$ cat src/rtl/dma_hold_arbiter_if.sv
// Shared CPU / DMA / memory bus bundle for the DMA hold arbiter.
// The arbiter takes the slave side; the surrounding system takes the master side.
interface dma_hold_arbiter_if;
   logic        cpu_we;
   logic [31:0] cpu_addr;
   logic [31:0] cpu_wd;
   logic [31:0] cpu_rd;
   logic        cpu_stall;

   logic        HOLD;
   logic        HOLD_ACK;

   logic        dma_we;
   logic [31:0] dma_addr;
   logic [31:0] dma_wd;
   logic [31:0] dma_rd;

   logic        mem_we;
   logic [31:0] mem_addr;
   logic [31:0] mem_wd;
   logic [31:0] mem_rd;

   modport slave (
      input  cpu_we, cpu_addr, cpu_wd, HOLD, dma_we, dma_addr, dma_wd, mem_rd,
      output cpu_rd, cpu_stall, HOLD_ACK, dma_rd, mem_we, mem_addr, mem_wd
   );

   modport master (
      output cpu_we, cpu_addr, cpu_wd, HOLD, dma_we, dma_addr, dma_wd, mem_rd,
      input  cpu_rd, cpu_stall, HOLD_ACK, dma_rd, mem_we, mem_addr, mem_wd
   );
endinterface

$ cat src/rtl/dma_hold_arbiter.sv
// Hands the single memory port between the CPU and a coprocessor DMA using a
// HOLD/HOLD_ACK handshake, with drain, release and minimum-gap phases.
//
// state   | meaning
// --------+-----------------------------------------------------------
// IDLE    | CPU owns memory, waiting for HOLD
// DRAIN   | CPU stalled, memory writes blocked, counting down to grant
// GRANT   | DMA owns memory, HOLD_ACK high
// RELEASE | one dead cycle after HOLD drops, CPU still stalled
// GAP     | CPU owns memory again; HOLD ignored until back in IDLE
module dma_hold_arbiter #(
   parameter int unsigned DRAIN_CYCLES = 2,
   parameter int unsigned MIN_GAP      = 2,
   parameter int unsigned MAX_HOLD     = 4096
) (
   input  logic                     clk,
   input  logic                     rst,
   dma_hold_arbiter_if.slave        bus,
   input  logic                     err_clr,
   output logic                     hold_err,
   output logic [15:0]              grant_count
);

   localparam int unsigned DRAIN_W = (DRAIN_CYCLES < 2) ? 1 : $clog2(DRAIN_CYCLES + 1);
   localparam int unsigned GAP_W   = (MIN_GAP < 2)      ? 1 : $clog2(MIN_GAP + 1);
   localparam int unsigned GRANT_W = (MAX_HOLD < 2)     ? 1 : $clog2(MAX_HOLD + 1);

   localparam logic [DRAIN_W-1:0] DRAIN_LOAD = DRAIN_W'(DRAIN_CYCLES);
   localparam logic [DRAIN_W-1:0] DRAIN_ONE  = DRAIN_W'(1);
   localparam logic [GAP_W-1:0]   GAP_LOAD   = GAP_W'(MIN_GAP);
   localparam logic [GAP_W-1:0]   GAP_ONE    = GAP_W'(1);
   localparam logic [GRANT_W-1:0] GRANT_MAX  = GRANT_W'(MAX_HOLD);
   localparam logic [GRANT_W-1:0] GRANT_ONE  = GRANT_W'(1);
   localparam logic               SKIP_DRAIN = (DRAIN_CYCLES == 0);

   typedef enum logic [2:0] {
      ST_IDLE,
      ST_DRAIN,
      ST_GRANT,
      ST_RELEASE,
      ST_GAP
   } state_t;

   state_t               state_q, state_d;
   logic [DRAIN_W-1:0]   drain_cnt_q, drain_cnt_d;
   logic [GAP_W-1:0]     gap_cnt_q, gap_cnt_d;
   logic [GRANT_W-1:0]   grant_cyc_q, grant_cyc_d;
   logic [15:0]          grant_count_q, grant_count_d;
   logic                 hold_err_q, hold_err_d;
   logic                 hold_ack_q, hold_ack_d;
   logic                 cpu_stall_q, cpu_stall_d;
   logic                 enter_grant;

   always_ff @(posedge clk or posedge rst) begin
      if (rst) begin
         state_q       <= ST_IDLE;
         drain_cnt_q   <= '0;
         gap_cnt_q     <= '0;
         grant_cyc_q   <= '0;
         grant_count_q <= '0;
         hold_err_q    <= 1'b0;
         hold_ack_q    <= 1'b0;
         cpu_stall_q   <= 1'b0;
      end else begin
         state_q       <= state_d;
         drain_cnt_q   <= drain_cnt_d;
         gap_cnt_q     <= gap_cnt_d;
         grant_cyc_q   <= grant_cyc_d;
         grant_count_q <= grant_count_d;
         hold_err_q    <= hold_err_d;
         hold_ack_q    <= hold_ack_d;
         cpu_stall_q   <= cpu_stall_d;
      end
   end

   always_comb begin
      state_d       = state_q;
      drain_cnt_d   = drain_cnt_q;
      gap_cnt_d     = gap_cnt_q;
      grant_cyc_d   = grant_cyc_q;
      grant_count_d = grant_count_q;
      hold_err_d    = hold_err_q;
      enter_grant   = 1'b0;

      // clear first so a same-cycle timeout below overrides it
      if (err_clr) begin
         hold_err_d = 1'b0;
      end

      case (state_q)
         ST_IDLE: begin
            if (bus.HOLD) begin
               if (SKIP_DRAIN) begin
                  enter_grant = 1'b1;
               end else begin
                  state_d     = ST_DRAIN;
                  drain_cnt_d = DRAIN_LOAD;
               end
            end
         end
         ST_DRAIN: begin
            if (!bus.HOLD) begin
               state_d     = ST_GAP;
               drain_cnt_d = '0;
               gap_cnt_d   = GAP_LOAD;
            end else if (drain_cnt_q <= DRAIN_ONE) begin
               drain_cnt_d = '0;
               enter_grant = 1'b1;
            end else begin
               drain_cnt_d = drain_cnt_q - DRAIN_ONE;
            end
         end
         ST_GRANT: begin
            if (grant_cyc_q != GRANT_MAX) begin
               grant_cyc_d = grant_cyc_q + GRANT_ONE;
               if (grant_cyc_d == GRANT_MAX) begin
                  hold_err_d = 1'b1;
               end
            end
            if (!bus.HOLD) begin
               state_d = ST_RELEASE;
            end
         end
         ST_RELEASE: begin
            state_d   = ST_GAP;
            gap_cnt_d = GAP_LOAD;
         end
         ST_GAP: begin
            if (gap_cnt_q <= GAP_ONE) begin
               state_d   = ST_IDLE;
               gap_cnt_d = '0;
            end else begin
               gap_cnt_d = gap_cnt_q - GAP_ONE;
            end
         end
         default: begin
            state_d = ST_IDLE;
         end
      endcase

      if (enter_grant) begin
         state_d     = ST_GRANT;
         grant_cyc_d = '0;
         if (grant_count_q != 16'hFFFF) begin
            grant_count_d = grant_count_q + 16'd1;
         end
      end

      hold_ack_d  = (state_d == ST_GRANT);
      cpu_stall_d = (state_d == ST_DRAIN) || (state_d == ST_GRANT) || (state_d == ST_RELEASE);
   end

   // Memory mux keys off the registered state only, so HOLD never reaches mem_*.
   always_comb begin
      bus.mem_we   = 1'b0;
      bus.mem_addr = bus.cpu_addr;
      bus.mem_wd   = bus.cpu_wd;
      case (state_q)
         ST_IDLE, ST_GAP: begin
            bus.mem_we = bus.cpu_we;
         end
         ST_GRANT: begin
            bus.mem_we   = bus.dma_we;
            bus.mem_addr = bus.dma_addr;
            bus.mem_wd   = bus.dma_wd;
         end
         default: begin
            bus.mem_we = 1'b0;
         end
      endcase
   end

   assign bus.cpu_rd    = bus.mem_rd;
   assign bus.dma_rd    = bus.mem_rd;
   assign bus.HOLD_ACK  = hold_ack_q;
   assign bus.cpu_stall = cpu_stall_q;
   assign hold_err      = hold_err_q;
   assign grant_count   = grant_count_q;

endmodule

$ cat src/flat_wrapper.sv
// flat-port wrapper written by rule: the top's interface ports become plain ports
module dma_hold_arbiter_flat 
#(
   parameter int unsigned DRAIN_CYCLES = 2,
   parameter int unsigned MIN_GAP      = 2,
   parameter int unsigned MAX_HOLD     = 4096
)
  (clk, rst, err_clr, hold_err, grant_count, bus_cpu_we, bus_cpu_addr, bus_cpu_wd, bus_HOLD, bus_dma_we, bus_dma_addr, bus_dma_wd, bus_mem_rd, bus_cpu_rd, bus_cpu_stall, bus_HOLD_ACK, bus_dma_rd, bus_mem_we, bus_mem_addr, bus_mem_wd);
  dma_hold_arbiter_if bus_i ();
  input  logic clk;
  input  logic rst;
  input  logic err_clr;
  output logic hold_err;
  output logic [15:0] grant_count;
  input wire logic [$bits(bus_i.cpu_we)-1:0] bus_cpu_we;
  input wire logic [$bits(bus_i.cpu_addr)-1:0] bus_cpu_addr;
  input wire logic [$bits(bus_i.cpu_wd)-1:0] bus_cpu_wd;
  input wire logic [$bits(bus_i.HOLD)-1:0] bus_HOLD;
  input wire logic [$bits(bus_i.dma_we)-1:0] bus_dma_we;
  input wire logic [$bits(bus_i.dma_addr)-1:0] bus_dma_addr;
  input wire logic [$bits(bus_i.dma_wd)-1:0] bus_dma_wd;
  input wire logic [$bits(bus_i.mem_rd)-1:0] bus_mem_rd;
  output wire logic [$bits(bus_i.cpu_rd)-1:0] bus_cpu_rd;
  output wire logic [$bits(bus_i.cpu_stall)-1:0] bus_cpu_stall;
  output wire logic [$bits(bus_i.HOLD_ACK)-1:0] bus_HOLD_ACK;
  output wire logic [$bits(bus_i.dma_rd)-1:0] bus_dma_rd;
  output wire logic [$bits(bus_i.mem_we)-1:0] bus_mem_we;
  output wire logic [$bits(bus_i.mem_addr)-1:0] bus_mem_addr;
  output wire logic [$bits(bus_i.mem_wd)-1:0] bus_mem_wd;
  assign bus_i.cpu_we = bus_cpu_we;
  assign bus_i.cpu_addr = bus_cpu_addr;
  assign bus_i.cpu_wd = bus_cpu_wd;
  assign bus_i.HOLD = bus_HOLD;
  assign bus_i.dma_we = bus_dma_we;
  assign bus_i.dma_addr = bus_dma_addr;
  assign bus_i.dma_wd = bus_dma_wd;
  assign bus_i.mem_rd = bus_mem_rd;
  assign bus_cpu_rd = bus_i.cpu_rd;
  assign bus_cpu_stall = bus_i.cpu_stall;
  assign bus_HOLD_ACK = bus_i.HOLD_ACK;
  assign bus_dma_rd = bus_i.dma_rd;
  assign bus_mem_we = bus_i.mem_we;
  assign bus_mem_addr = bus_i.mem_addr;
  assign bus_mem_wd = bus_i.mem_wd;
  dma_hold_arbiter #(.DRAIN_CYCLES(DRAIN_CYCLES), .MIN_GAP(MIN_GAP), .MAX_HOLD(MAX_HOLD)) u_core (.clk(clk), .rst(rst), .bus(bus_i), .err_clr(err_clr), .hold_err(hold_err), .grant_count(grant_count));
endmodule
$ cat config.mk
export PLATFORM = sky130hd
export DESIGN_NAME = dma_hold_arbiter_flat
export DESIGN_NICKNAME = d
export VERILOG_FILES = /design/src/rtl/dma_hold_arbiter_if.sv /design/src/rtl/dma_hold_arbiter.sv /design/src/flat_wrapper.sv
export SDC_FILE = /design/constraint.sdc
export NUM_CORES = 1
export LEC_CHECK = 0
export CORE_AREA = 2 2 124 126
export CTS_CLUSTER_SIZE = 24
export DETAILED_ROUTE_END_ITERATION = 8
export DIE_AREA = 0 0 126 128
export PLACE_DENSITY_LB_ADDON = 0.08
export SLEW_MARGIN = 40
export SYNTH_ARGS = -nofsm -noshare
export SYNTH_HDL_FRONTEND = slang
export SYNTH_SLANG_ARGS = --single-unit
$ cat constraint.sdc
create_clock -name clk -period 2 [get_ports clk]
set_input_delay 0.3 -clock clk [delete_from_list [all_inputs] [get_ports clk]]
set_output_delay 0.3 -clock clk [all_outputs]
set_load 0.005 [all_outputs]
==> results.yml <==
finish:
  finish.cell_count_without_fillers: 908
  final_layout_size_suffix_gt1_share_pct: 35.14
  final_area_um2: 6560
  area_delta_synth_final_pct: 94.11
  final_util_pct: 44.13
  final_net_count: 889
  diode_insertion_count_for_antenna_repair: 0
  final.fill_count: 1540
clocking:
  cts.root.buffer_cell: "sky130_fd_sc_hd__clkbuf_16"
  cts_tree: "done"
  clock_path_buffers: 2
  cts_htree_levels: 2
  worst_skew_pair.late_latency_ns: 0.28
  cts_buffers: 5
  hold_buffers: 0
  worst_setup_hold_path_clk_slew_ns: 0.06
  clkSinkCount: 39
synthesis:
  yosys_warn_count: 0
  avgSynthCellArea_um2: 6.719
  synth.area.mux_share_pct: 0.3332
  synthXorXnorAreaFrac_pct: 4.406
  yosys-top-cells-area: "sky130_fd_sc_hd__dfrtp_1, sky130_fd_sc_hd__nand2_1, sky130_fd_sc_hd__buf_4, sky130_fd_sc_hd__xnor2_1, sky130_fd_sc_hd__o21ai_0"
  synth_largest_area_cell: "sky130_fd_sc_hd__dfrtp_1"
  synth_flop_cell: "sky130_fd_sc_hd__dfrtp_1"
  synth_top_family_by_area: "simple AND/OR/NAND/NOR gates"
  postSynthNetCount: 673
  synth_edf_count: 0
  seq_area_frac_synth_pct: 28.88
  async_reset_ff_share_pct: 100.0
  syn_std_cell_area_um2: 3379
  yosys.area.top_type_share_pct: 28.88
  synth_simple_gate_area_share_pct: 36.25
  post_synth_inst_count: 503
  synth_cell_type_count: 46
  area_fraction_in_compound_gates_after_synthesis_pct: 10.66
  synth_fa_ha_area_share_pct: 1.481
  synth.ff_latch_count: 39
power_and_ir_drop:
  p_leak_nw: 3.057
  power.combinational.fraction_pct: 67.1
  share_clk_of_total_power_pct: 14.6
  ir_worst_vdd_uv: 496.3
  net-switching-power_mw: 2.547
  power_report.internal_total_mw: 3.844
  p_seq_share_pct: 18.3
  p_sw_share_pct: 39.85
  total_power_divided_by_cell_area_nw_per_um2: 974.3
job:
  cap_violations: 0
floorplanning:
  io_pins: 314
  initial_utilization_pct: 22.74
  fp.dieH_um: 128
  placeableCoreArea_um2: 14860
  placement_rows: 45
  fp.dieW_um: 126
  die-area_um2: 16130
place:
  numPlacedInstances: 864
  place_area_um2: 5585
  gp_routability_congestion: 0.8585
  place_ws_ns: -0.4114
  port_buffers: 217
  dp_hpwl_um: 14540
grt:
  grt_start_max_net_pins: 23
  grt_antenna_before_repair: 1
  grt_pass1_vias: 3942
  grt.met2_usage_pct: 40.96
  grt.met3_usage_pct: 6.052
  gr_usage_total_pct: 20.52
  grt_busiest_layer: "met2"
  grt_pass1_wl_um: 24540
  global_route.overflow_total: 0
  use_met1_pct: 21.25
sta:
  min_period_ns: 2.120
  skew_ns: 0.003351
  timing.final.setup_violations: 29
  finalHoldViolCount: 0
  rsz0062_at_grt: "true"
  layout_worst_path_cycle_share_pct: 106.0
  timing_worst_slew_pin_value_ns: 0.4275
  achievable-frequency_mhz: 471.6
  setup_ws_ns: -0.1205
  slew_headroom_pct: 71.28
  slew_viol_final: 0
  fin_worst_hold_slack_ns: 0.3954
routing:
  drt_pre_antenna_iters: 4
  drt_first_iter_violations: 183
  drt_wl_total_um: 17920
  detail-route-antenna-nets: 0
  drt_drc_violations_left: 0
  detail_route.wl_per_cell_um: 19.73
  viasPerCell: 4.500
  num_vias: 4086
worst_setup_path:
  setup.worst_path.end_class: "flip-flop"
  reg_to_reg_startpoint: "u_core.state_q[1]"
  critical_register_to_register_path_endpoint: "u_core.grant_count[11]"
  worst_ep_required_time_ns: 2.20
  start_kind: "flip-flop"
  setup.worst_path.class: "flip-flop to flip-flop"
  worstPathMaxFanout: 3
  ff2ff_path_depth: 6
  arrival_ns: 2.32
  reg2reg_slack_ns: -0.12
  worst_setup_path_startpoint: "u_core.state_q[1]"
status:
  run_status: "finished with violations"
  violations: "setup timing"
min_path:
  holdCritPathClass: "input pin to asynchronous set/reset pin"
## worst max-delay path: stages, from the launching register on
cell                       delay [ns]
sky130_fd_sc_hd__dfrtp_1         0.42
sky130_fd_sc_hd__buf_6           0.14
sky130_fd_sc_hd__nand2b_4        0.13
sky130_fd_sc_hd__or4b_4          0.51
sky130_fd_sc_hd__or4_4           0.60
sky130_fd_sc_hd__nor2_4          0.11
sky130_fd_sc_hd__xor2_1          0.14
## power by group through the flow
| stage | Combinational, mW | Sequential, mW | Clock (mW) |
|---|---|---|---|
| 2_1_floorplan | 1.44 | 1.20 | 0 |
| 3_3_place_gp | 3.46 | 1.17 | 0 |
| 3_5_place_dp | 3.47 | 1.17 | 0 |
| 4_1_cts | 3.90 | 1.16 | 0.958 |
| 5_1_grt | 4.60 | 1.20 | 0.990 |
| 6_report | 4.29 | 1.17 | 0.933 |
## worst max path at each step
stage                             end  slack (ns)  cells after the start
2_1_floorplan   u_core.grant_cyc_q[8]        0.04                      7
3_3_place_gp   u_core.grant_count[13]       -0.40                      6
3_5_place_dp    u_core.grant_cyc_q[8]       -0.41                      7
4_1_cts               bus_mem_addr[5]       -0.13                      7
5_1_grt        u_core.grant_count[12]       -0.19                      8
6_report       u_core.grant_count[11]       -0.12                      6
## placed cells by master, fill, tap and decap left out, types with 7 or more instances in the layout
cell type,n
sky130_fd_sc_hd__o21ai_0,13
sky130_fd_sc_hd__a21oi_1,11
sky130_fd_sc_hd__buf_8,7
sky130_fd_sc_hd__nand2_4,26
sky130_fd_sc_hd__clkdlybuf4s50_1,151
sky130_fd_sc_hd__clkbuf_16,8
sky130_fd_sc_hd__buf_2,36
sky130_fd_sc_hd__nand2_2,49
sky130_fd_sc_hd__nand3_1,11
sky130_fd_sc_hd__buf_4,43
sky130_fd_sc_hd__buf_6,40
sky130_fd_sc_hd__o21ai_1,7
sky130_fd_sc_hd__inv_1,9
sky130_fd_sc_hd__nand4_1,9
sky130_fd_sc_hd__nand2_1,145
sky130_fd_sc_hd__nor2_1,16
sky130_fd_sc_hd__xnor2_1,13
sky130_fd_sc_hd__dfrtp_1,38
## sequential cells by signal, summed over array words and instances, names as in the netlist
name	flops
u_core.state_q	3
u_core.bus.cpu_stall	1
u_core.grant_cyc_q	13
u_core.drain_cnt_q	2
u_core.gap_cnt_q	2
u_core.bus.HOLD_ACK	1
u_core.grant_count	16
u_core.hold_err	1
## final cells by class
type | count | area, um^2 | area share (%)
timing repair buffer | 296 | 2903 | 44.25
multi-input combinational | 368 | 2238 | 34.12
tap | 188 | 235.2 | 3.586
sequential | 39 | 977.2 | 14.90
inverter | 9 | 33.78 | 0.5150
clock inverter | 3 | 47.55 | 0.7248
clock buffer | 5 | 125.1 | 1.907
## per-layer routing
metal,vias up,part of all wire (%)
met5,-,0.073
met4,2,1.3
met3,14,7.1
met2,175,56
met1,1900,36
li1,1995,-
## cells in the mapped netlist (3+ instances only)
library cell	number
sky130_fd_sc_hd__buf_1	3
sky130_fd_sc_hd__xnor2_1	15
sky130_fd_sc_hd__o21ai_0	24
sky130_fd_sc_hd__nor2_1	20
sky130_fd_sc_hd__ha_1	4
sky130_fd_sc_hd__o211ai_1	3
sky130_fd_sc_hd__clkbuf_1	18
sky130_fd_sc_hd__nand2b_1	4
sky130_fd_sc_hd__inv_1	9
sky130_fd_sc_hd__o31ai_1	5
sky130_fd_sc_hd__nand2_1	220
sky130_fd_sc_hd__buf_4	64
sky130_fd_sc_hd__nand4_1	9
sky130_fd_sc_hd__buf_2	3
sky130_fd_sc_hd__dfrtp_1	39
sky130_fd_sc_hd__nand3_1	12
sky130_fd_sc_hd__a21oi_1	12
## cells by family (layout without fill, tap and decap cells)
logic type      after synthesis  after routing
compound gates               56             56
xor+xnor                     17             17
fa+ha+maj                     4              4
buf+inv                      97            313
flops                        39             39
mux                           1              1
simple gates                289            290
## through the flow
step                      power [mW]  setup TNS (ns)
after floorplan                2.638               0
after global placement         4.634          -11.65
after detailed placement       4.637          -12.09
after CTS                      6.022          -2.015
after global routing           6.785          -4.642
final                          6.392          -1.901
## timing repair
item / CTS / global route
pin swaps: 22 / 45
buffers inserted: 18 / 11
setup endpoints to repair: 82 / 82
gates resized for setup: 355 / 110
gates cloned: 5 / 4
Note: power is estimated with default switching activity, not from simulation.
